===== src/rtl/bk_pkg.sv =====
// ============================================================================
// Module : bk_pkg
// Brief  : Shared types and black-cell helpers for the 16-bit Brent-Kung parts.
// Rev    : 1.0  initial release
// ============================================================================
`default_nettype none

package bk_pkg;

  localparam int WIDTH16 = 16;
  localparam int LVL_UP  = 4;
  localparam int LVL_DN  = 3;

  typedef struct packed {
    logic g;
    logic p;
  } gp_t;

  // Stage-1 pipeline payload: per-bit terms plus the first two up-sweep levels.
  typedef struct packed {
    logic [WIDTH16-1:0] p_bits;
    logic [WIDTH16-1:0] g_bits;
    gp_t  [7:0]         l0;
    gp_t  [3:0]         l1;
    logic               a15;
    logic               b15;
  } s1_t;

  function automatic gp_t black_f(input logic ghi, input logic phi,
                                  input logic glo, input logic plo);
    gp_t r;
    r.g = ghi | (phi & glo);
    r.p = phi & plo;
    return r;
  endfunction

  function automatic gp_t black_gp(input gp_t hi, input gp_t lo);
    return black_f(hi.g, hi.p, lo.g, lo.p);
  endfunction

endpackage

`default_nettype wire


===== src/rtl/bk16_sub_prefix_hi.sv =====
// ============================================================================
// Module : bk16_sub_prefix_hi
// Brief  : Stage-2 completion of the BK tree (levels 2-3 and down-sweep) to carries.
// Rev    : 1.0  initial release
// ============================================================================
`default_nettype none

module bk16_sub_prefix_hi
  import bk_pkg::*;
(
  input  logic [WIDTH16-1:0] g_bits,
  input  logic [WIDTH16-1:0] p_bits,
  input  gp_t  [7:0]         l0,
  input  gp_t  [3:0]         l1,
  output logic [WIDTH16-1:0] carry,
  output logic               cout
);

  gp_t  [1:0]         w_l2;
  gp_t  [WIDTH16-1:0] w_pre;   // w_pre[i] = group (g,p) over bits i..0, carry-in folded
  logic [WIDTH16-1:0] w_pre_p;
  logic               unused_ok;

  always_comb begin
    w_l2     = '0;
    w_pre    = '0;
    w_l2[0]  = black_gp(l1[1], l1[0]);
    w_l2[1]  = black_gp(l1[3], l1[2]);
    w_pre[0] = '{g: g_bits[0], p: p_bits[0]};
    w_pre[1] = l0[0];
    w_pre[3] = l1[0];
    w_pre[7] = w_l2[0];
    w_pre[15] = black_gp(w_l2[1], w_pre[7]);
    w_pre[11] = black_gp(l1[2], w_pre[7]);
    w_pre[5]  = black_gp(l0[2], w_pre[3]);
    w_pre[9]  = black_gp(l0[4], w_pre[7]);
    w_pre[13] = black_gp(l0[6], w_pre[11]);
    // Final down-sweep row: every even bit joins the odd prefix just below it.
    for (int i = 1; i < 8; i++) begin
      w_pre[2*i] = black_gp('{g: g_bits[2*i], p: p_bits[2*i]}, w_pre[2*i-1]);
    end
  end

  always_comb begin
    carry    = '0;
    carry[0] = 1'b1;
    for (int i = 1; i < WIDTH16; i++) begin
      carry[i] = w_pre[i-1].g;
    end
  end

  assign cout = w_pre[15].g;

  always_comb begin
    w_pre_p = '0;
    for (int i = 0; i < WIDTH16; i++) begin
      w_pre_p[i] = w_pre[i].p;
    end
  end

  // Odd per-bit g and odd level-0 cells were consumed by stage 1 already.
  assign unused_ok = ^{w_pre_p, g_bits[15], g_bits[13], g_bits[11], g_bits[9],
                       g_bits[7], g_bits[5], g_bits[3], g_bits[1],
                       l0[7], l0[5], l0[3], l0[1]};

endmodule

`default_nettype wire


===== src/rtl/bk16_sub_pipe.sv =====
// ============================================================================
// Module : bk16_sub_pipe
// Brief  : Two-stage 16-bit Brent-Kung subtractor with compare flags and valid/ready.
// Rev    : 1.0  initial release
// ============================================================================
`default_nettype none

module bk16_sub_pipe
  import bk_pkg::*;
#(
  parameter int WIDTH    = 16,
  parameter bit FLAGS_EN = 1'b1
) (
  input  logic             clk,
  input  logic             rst_n,
  input  logic             in_valid,
  output logic             in_ready,
  input  logic [WIDTH-1:0] a,
  input  logic [WIDTH-1:0] b,
  output logic             out_valid,
  input  logic             out_ready,
  output logic [WIDTH-1:0] diff,
  output logic             borrow,
  output logic             ovf,
  output logic             zero,
  output logic             lt_s
);

  logic               w_adv2;
  logic [WIDTH16-1:0] w_bb;
  s1_t                w_s1_next;
  s1_t                r_s1;
  logic               r_s1_valid;
  logic               r_s2_valid;
  logic [WIDTH16-1:0] r_diff;
  logic [WIDTH16-1:0] w_carry;
  logic [WIDTH16-1:0] w_diff;
  logic               w_cout;

  assign w_adv2    = ~r_s2_valid | out_ready;
  assign in_ready  = ~r_s1_valid | w_adv2;
  assign out_valid = r_s2_valid;
  assign diff      = r_diff;

  // Stage 1: per-bit terms with carry-in folded into g[0], then levels 0 and 1.
  always_comb begin
    w_s1_next           = '0;
    w_bb                = ~b;
    w_s1_next.p_bits    = a ^ w_bb;
    w_s1_next.g_bits    = a & w_bb;
    w_s1_next.g_bits[0] = a[0] | w_bb[0];
    for (int j = 0; j < 8; j++) begin
      w_s1_next.l0[j] = black_f(w_s1_next.g_bits[2*j+1], w_s1_next.p_bits[2*j+1],
                                w_s1_next.g_bits[2*j],   w_s1_next.p_bits[2*j]);
    end
    for (int k = 0; k < 4; k++) begin
      w_s1_next.l1[k] = black_gp(w_s1_next.l0[2*k+1], w_s1_next.l0[2*k]);
    end
    w_s1_next.a15 = a[15];
    w_s1_next.b15 = b[15];
  end

  always_ff @(posedge clk or negedge rst_n) begin
    if (!rst_n) begin
      r_s1_valid <= 1'b0;
      r_s1       <= '0;
    end else if (in_ready) begin
      r_s1_valid <= in_valid;
      if (in_valid) r_s1 <= w_s1_next;
    end
  end

  bk16_sub_prefix_hi u_prefix_hi (
    .g_bits (r_s1.g_bits),
    .p_bits (r_s1.p_bits),
    .l0     (r_s1.l0),
    .l1     (r_s1.l1),
    .carry  (w_carry),
    .cout   (w_cout)
  );

  assign w_diff = r_s1.p_bits ^ w_carry;

  always_ff @(posedge clk or negedge rst_n) begin
    if (!rst_n) begin
      r_s2_valid <= 1'b0;
      r_diff     <= '0;
    end else if (w_adv2) begin
      r_s2_valid <= r_s1_valid;
      if (r_s1_valid) r_diff <= w_diff;
    end
  end

  generate
    if (FLAGS_EN) begin : g_flags
      logic w_ovf;
      logic r_borrow, r_ovf, r_zero, r_lt_s;

      assign w_ovf = (r_s1.a15 ^ r_s1.b15) & (r_s1.a15 ^ w_diff[15]);

      always_ff @(posedge clk or negedge rst_n) begin
        if (!rst_n) begin
          r_borrow <= 1'b0;
          r_ovf    <= 1'b0;
          r_zero   <= 1'b0;
          r_lt_s   <= 1'b0;
        end else if (w_adv2 && r_s1_valid) begin
          r_borrow <= ~w_cout;
          r_ovf    <= w_ovf;
          r_zero   <= ~|w_diff;
          r_lt_s   <= w_diff[15] ^ w_ovf;
        end
      end

      assign borrow = r_borrow;
      assign ovf    = r_ovf;
      assign zero   = r_zero;
      assign lt_s   = r_lt_s;
    end else begin : g_no_flags
      assign borrow = 1'b0;
      assign ovf    = 1'b0;
      assign zero   = 1'b0;
      assign lt_s   = 1'b0;
    end
  endgenerate

endmodule

`default_nettype wire


===== config.mk =====
export PLATFORM = sky130hd
export DESIGN_NAME = bk16_sub_pipe
export DESIGN_NICKNAME = d
export VERILOG_FILES = /design/src/rtl/bk_pkg.sv /design/src/rtl/bk16_sub_prefix_hi.sv /design/src/rtl/bk16_sub_pipe.sv
export SDC_FILE = /design/constraint.sdc
export NUM_CORES = 1
export LEC_CHECK = 0
export BUFFER_PORTS_ARGS = -buffer_cell sky130_fd_sc_hd__buf_2
export CAP_MARGIN = 15
export CORE_MARGIN = 2
export CORE_UTILIZATION = 35
export CTS_BUF_LIST = sky130_fd_sc_hd__clkbuf_8
export CTS_CLUSTER_DIAMETER = 200
export DETAILED_ROUTE_END_ITERATION = 10
export GPL_TIMING_DRIVEN = 0
export HOLD_SLACK_MARGIN = 0.05
export PLACE_DENSITY = 0.66
export SLEW_MARGIN = 10
export SYNTH_ARGS = -nofsm -noshare
export SYNTH_HDL_FRONTEND = slang
export SYNTH_SLANG_ARGS = --single-unit

===== constraint.sdc =====
create_clock -name clk -period 4.2 [get_ports clk]
set_input_delay 1.05 -clock clk [delete_from_list [all_inputs] [get_ports clk]]
set_output_delay 1.05 -clock clk [all_outputs]
set_load 0.03 [all_outputs]

==> impl_results.md, run 1 <==
* Status: finished clean
* Unrepaired setup endpoints after global routing: no
* 1st-iter DRT viols at 109
* Post-detail-place hpwl at 4.72 mm
* Setup ws final at 1.52 ns
* Slowest CP cell: nand3b_2
* Post-synthesis cell type count at 32
* Layout cells sized above 1 at 34.1%
* Routed wire per std cell at around 14 um
* # setup viols final at 0
* PortBufs at 57
* CP Class: input pin to output port
* Post-synthesis register bit count at 62
* Root Buffer: clkbuf_8
* Detail Route Antenna Nets at 0
* Post-synthesis cell area at 2940 um2
* DIE AREA at slightly above 9000 um2
* Achievable Freq at about 370 MHz
* Number of global-route vias before repair at about 2100
* DRC at 0
* Critical path, cell by cell: buf_2, nand3b_2, buf_2
* Die span in x at 95.6 um
* Clk pwr share at 30.7%
* CTS Sinks at 62
* Placement Cell Area at between 3000 and 4000 um2
* Top cell by count, worst path: buf_2
* Comb power frac at 28.5%
* Synth area leader: dfrtp_1
* CP Launch Type: input pin
* GRT Total Usage at 15.0%
* Worst path top cell family by delay: buffers and inverters
* H-tree Lvls at 3
* Leakage at between 1.5 and 2 nW
* Placeable Area at 8180 um2
* Global-route wire length before repair at 10.0 mm
* Minimum clock period at 2.68 ns
* Largest net degree at the start of global routing at 63
* Final non-filler cell area at 3590 um2
* Placed cells at 420
* Worst skew pair latency at between 0.3 and 0.4 ns
* Clock Skews at between 0.005 and 0.006 ns
* Initial core utilization at 35.9%
* Post-CTS resize count at 0
* Total negative setup slack at 0 ns
* Post-Route WL at 6.11 mm
* Worst Hold Slack at 0.475 ns
* Via count at about 2100
* Nets@finish at 385
* Cell-internal power at 1.32 mW
* Longest Clk Path Bufs at 2
* # IOs at 58
* Buf/Inv on CP at 2
* Post-synth net total at 317
* Total CTS buffers at 9
* Fillers at between 800 and 900
* Sequential area share after synthesis at 52.9%
* Post-DR vias/cell at ~4.9
* Share of the synthesized area in the top cell type at between 50% and 60%
* CP Data Arrival Time at around 1.6 ns
* PwrDens at ~550 nW/um2
* CTS clock-pin slew for the worst setup and hold paths at 0.07 ns
* Post-Route Utilization at between 40% and 50%
* Diodes inserted at 0
* Syn Inst Count at 258
* Slew Viols, Final at 0
* Placer congestion estimate at between 0.7 and 0.8
* Final hold violation count at 0
* Pre-CTS setup slack at between 1.5 and 2 ns
* Worst IR Drop VDD at 324 uV
* Synth area leaders: dfrtp_1 53%, mux2_2 12%, ha_1 9.8%
* Peak per-stage delay on the critical path at ~0.26 ns
* Hold Crit Class: flop to flop
* Setup bufs post-CTS at 0
* NetSw at 649 uW
* CTS tree: done
* Pwr Total at about 2.0 mW
* Synth warn at 0
* Sequential Power Share at 40.8%
* Largest fanout on the critical path at 5
* Area growth, synth to finish at 22.3%
* # Max-Cap Violations at 0
* Post-synthesis average cell area at ~11 um2
* Least-Margin Pin Slew at 0.770 ns
* Initial antenna violation count at 0
* GR Overflow Total at 0
* Worst endpoint required time at 3.15 ns
* Sw frac at 32.9%
* DR pass1 iterations at 4
* Hold Buf Count CTS at 0
* Worst slew margin at 48.7%
* Standard-cell rows at 33
* Non-Filler Instances at 436
* Die Y at 95.6 um
* CP endpoint kind: output port
* Period utilisation layout at 63.9%
==> worst paths after layout <==
kind | startpoint | endpoint | slack [ns] | depth (start not counted)
max in group asynchronous | rst_n | r_s1[14]$_DFFE_PN0P_ | 2.91 | 1
min in group asynchronous | rst_n | ovf$_DFFE_PN0P_ | 0.78 | 1
max | out_ready | in_ready | 1.52 | 3
min reg2reg | diff[13]$_DFFE_PN0P_ | diff[13]$_DFFE_PN0P_ | 0.48 | 2
min | diff[13]$_DFFE_PN0P_ | diff[13]$_DFFE_PN0P_ | 0.48 | 2
max reg2reg | r_s1[3]$_DFFE_PN0P_ | zero$_DFFE_PN0P_ | 1.81 | 8
==> worst min-delay path, delay by kind of cell (launching register included) <==
kind	cells	cell delay (ns)
flops	1	0.34
simple gates	2	0.10
==> metal layers <==
| layer | up-vias | routed length [um] | GRT usage, % |
|---|---|---|---|
| li1 | 1031 | - | - |
| met1 | 1026 | 2830 | 18.6 |
| met2 | 51 | 2830 | 23.7 |
| met3 | 12 | 330 | 4.90 |
| met4 | 0 | 109 | 6.79 |
| met5 | - | 0 | 0 |
==> sequential cells by signal, indices dropped and copies added (netlist names) <==
name / cells
r_s1: 40
diff: 16
borrow: 1
lt_s: 1
out_valid: 1
ovf: 1
r_s1_valid: 1
zero: 1
==> power by group through the flow <==
stage / Clock [mW] / Combinational [mW] / Sequential [mW]
after floorplan: 0 / 0.242 / 0.948
after detailed placement: 0 / 0.570 / 0.817
after global routing: 0.646 / 0.616 / 0.823
final: 0.605 / 0.563 / 0.805
after global placement: 0 / 0.563 / 0.811
after CTS: 0.617 / 0.571 / 0.807
==> placed cells by master, fill, tap and decap left out, types with 4 or more instances in the layout <==
cell type,netlist,routed
a211oi_1,4,4
a21o_1,6,6
a21oi_1,5,5
buf_2,4,60
clkbuf_8,0,12
dfrtp_1,62,62
ha_1,23,23
inv_1,17,18
mux2_2,31,31
nand2_1,38,38
nand4_1,4,4
nor2_1,9,9
o21ai_0,23,23
xor2_1,4,4
==> cell usage after synthesis (all sizes together) <==
master / count
o211ai: 1
maj3: 1
nand4: 4
nand2b: 3
inv: 17
a21o: 6
mux2i: 1
nor2: 9
or4: 1
xor2: 4
mux2: 31
or4b: 1
a211oi: 5
nand2: 39
xnor2: 1
ha: 23
a22oi: 1
nand3b: 1
a21oi: 5
nor2b: 2
dfrtp: 62
o21a: 1
clkbuf: 2
o21ai: 24
or3: 3
nand4b: 1
o31ai: 3
buf: 6
==> logic make-up (layout without fill, tap and decap cells) <==
kind of cell	count (synthesis)	count (layout)	share of synthesized area, %
adders and majority gates	24	24	10.1
muxes	32	32	12.2
xor gates and xnor gates	5	5	1.49
and+or+nand+nor	64	64	10.2
AOI/OAI and AO/OA	46	46	9.46
DFF	62	62	52.9
buffers and inverters	25	98	3.62
==> final cells by class <==
type	count	area, um2	area share [%]
clock buffers	12	165	4.60
repair buffers	57	288	8.02
inverters	17	63.8	1.78
flip-flops and latches	62	1550	43.2
well taps	105	131	3.66
plain buffers	8	42.5	1.19
multi-input cells	171	1280	35.6
clock inverters	4	68.8	1.92
(Power assumes the default switching activity.)
==> run 2, diff against run 1 <==
Clock period 4.2 ns to 2.5 ns, I/O delays scaled along.
==> run 2 against run 1 <==
Net effect:
- worst hold slack worse by 0.12 ns
- via count grew 0.75%
- power rose by 68%
- flip-flop and latch count is the same
- clock power rose by 69%
- worst setup slack lost 1.4 ns
- first-iteration DRC count fell by 0.92%
- die area is the same
- sequential power is 68% higher
- routed wire length down 0.15%
- non-clock buffer count rose by 1
- largest cell class unchanged
- highest routed layer unchanged
==> impl_results.md, run 2 (synthesis results as in run 1) <==
* Top cell by count, worst path: a21o_1
* Most frequent cells in the layout: 62 x dfrtp_1, 60 x buf_2, 38 x nand2_1, 31 x mux2_2
* Layout cells sized above 1 at 34.3%
* R2R Path End: zero$_DFFE_PN0P_
* GR Overflow Total at 0
* Reg2reg start: r_s1[3]$_DFFE_PN0P_
* PortBufs at 57
* Worst skew pair latency at 0.34 ns
* Achievable Freq at 420 MHz
* Number of global-route vias before repair at 2085
* Post-Route WL at 6.10 mm
* Most common cell after layout, fill and taps aside: dfrtp_1
* Status: finished clean
* Post-CTS resize count at 0
* PwrDens at 922 nW/um2
* Max FFs per register at 40
* Worst IR Drop VDD at 544 uV
* Die Y at 95.6 um
* Via count at 2136
* Die span in x at 95.6 um
* Register-to-register setup slack at 0.12 ns
* Clock Skews at 0.00501 ns
* Critical path, cell by cell: a21o_1, a21o_1, a21o_1, ha_1, or4b_4, a211oi_2, nand4_1, o21ai_1
* # IOs at 58
* CP endpoint kind: flop
* Worst slew margin at 49.3%
* CP Launch Type: flop
* Standard-cell rows at 33
* Pre-CTS setup slack at 0.103 ns
* Longest Clk Path Bufs at 2
* Worst reg2reg path depth at 8
* Placer congestion estimate at approximately 0.8
* Initial core utilization at a little over a third
* Placeable Area at 8180 um2
* Largest fanout on the critical path at 4
* Slowest CP cell: or4b_4
* # setup viols final at 0
* CP Data Arrival Time at approximately 2.7 ns
* H-tree Lvls at 3
* Worst endpoint required time at roughly 2.8 ns
* Leakage at 1.81 nW
* # Max-Cap Violations at 0
* CTS clock-pin slew for the worst setup and hold paths at 0.07 ns
* Hold Crit Class: input pin to async pin
* Post-DR vias/cell at 4.89
* Fillers at 806
* Top reg by flops: r_s1
* Largest net degree at the start of global routing at 63
* CTS tree: done
* Unrepaired setup endpoints after global routing: no
* Area growth, synth to finish at 22.5%
* Global-route wire length before repair at 10.0 mm
* DIE AREA at 9140 um2
* Minimum clock period at 2.38 ns
* Hold Buf Count CTS at 0
* Detail Route Antenna Nets at 0
* Total negative setup slack at 0 ns
* Period utilisation layout at 95.2%
* Diodes inserted at 0
* Initial antenna violation count at 0
* Post-detail-place hpwl at 4.72 mm
* Least-Margin Pin Slew at 0.760 ns
* DR pass1 iterations at 4
* Setup ws final at 0.120 ns
* Peak per-stage delay on the critical path at approximately 0.50 ns
* CTS Sinks at 62
* GRT Total Usage at roughly 15%
* Nets@finish at 386
* Root Buffer: clkbuf_8
* Total CTS buffers at 9
* 1st-iter DRT viols at about 110
* Routed wire per std cell at 13.9 um
* Final hold violation count at 0
* DRC at 0
* Slew Viols, Final at 0
* CP Class: flop to flop
-- run 2: cell types whose count changed in the layout (fill, tap and decap cells not counted), sizes merged --
| cell | previous run | this run |
|---|---|---|
| buf | 63 | 64 |
-- run 2: power breakdown --
group          internal (mW)  switching (mW)  total [mW]
sequential              1.23           0.126        1.35
combinational          0.363           0.586       0.949
clock                  0.638           0.378        1.02
total                   2.23            1.09        3.32
-- run 2: timing repair --
item,CTS,global route
setup endpoints to repair,0,1
hold endpoints to repair,0,0
buffers inserted,0,1
-- run 2: layer usage --
layer	track usage, %	share of wire, %
met1	18.6	46
met2	23.7	47
met3	4.90	5.5
met4	6.79	1.8
met5	0	0
-- run 2: worst max-delay path by stage --
stage                         from                to  slack (ns)  depth (start not counted)
2_1_floorplan  r_s1[3]$_DFFE_PN0P_  zero$_DFFE_PN0P_        0.33                          8
3_3_place_gp   r_s1[3]$_DFFE_PN0P_  zero$_DFFE_PN0P_        0.08                          8
3_5_place_dp   r_s1[3]$_DFFE_PN0P_  zero$_DFFE_PN0P_        0.10                          8
4_1_cts        r_s1[3]$_DFFE_PN0P_  zero$_DFFE_PN0P_        0.09                          8
5_1_grt        r_s1[3]$_DFFE_PN0P_  zero$_DFFE_PN0P_        0.01                          8
6_report       r_s1[3]$_DFFE_PN0P_  zero$_DFFE_PN0P_        0.12                          8
-- run 2: layout make-up --
class,instances,area (um2),area share [%]
sequential,62,1550,43.1
timing repair buffer,58,295,8.21
buffer,8,42.5,1.18
multi-input combinational,171,1280,35.5
inverter,17,63.8,1.77
clock inverter,4,68.8,1.91
tap,105,131,3.65
clock buffer,12,165,4.59
-- run 2: per-stage QoR --
step	util [%]	hold slack [ns]	instance area, um2	instances	power, mW
final	44.0	0.357	3600	437	3.32
after detailed placement	41.0	0.465	3350	420	2.33
after floorplan	-	0.329	2940	258	2.00
after global routing	44.0	0.415	3600	437	3.51
after global placement	41.0	0.458	3350	420	2.31
after CTS	43.9	0.374	3590	436	3.35
-- run 2: worst max-delay path, delay by kind of cell (launching register included) --
kind | cells | cell delay, ns
compound gates | 5 | 1.00
fa+ha+maj | 1 | 0.30
flops | 1 | 0.41
simple gates | 2 | 0.61
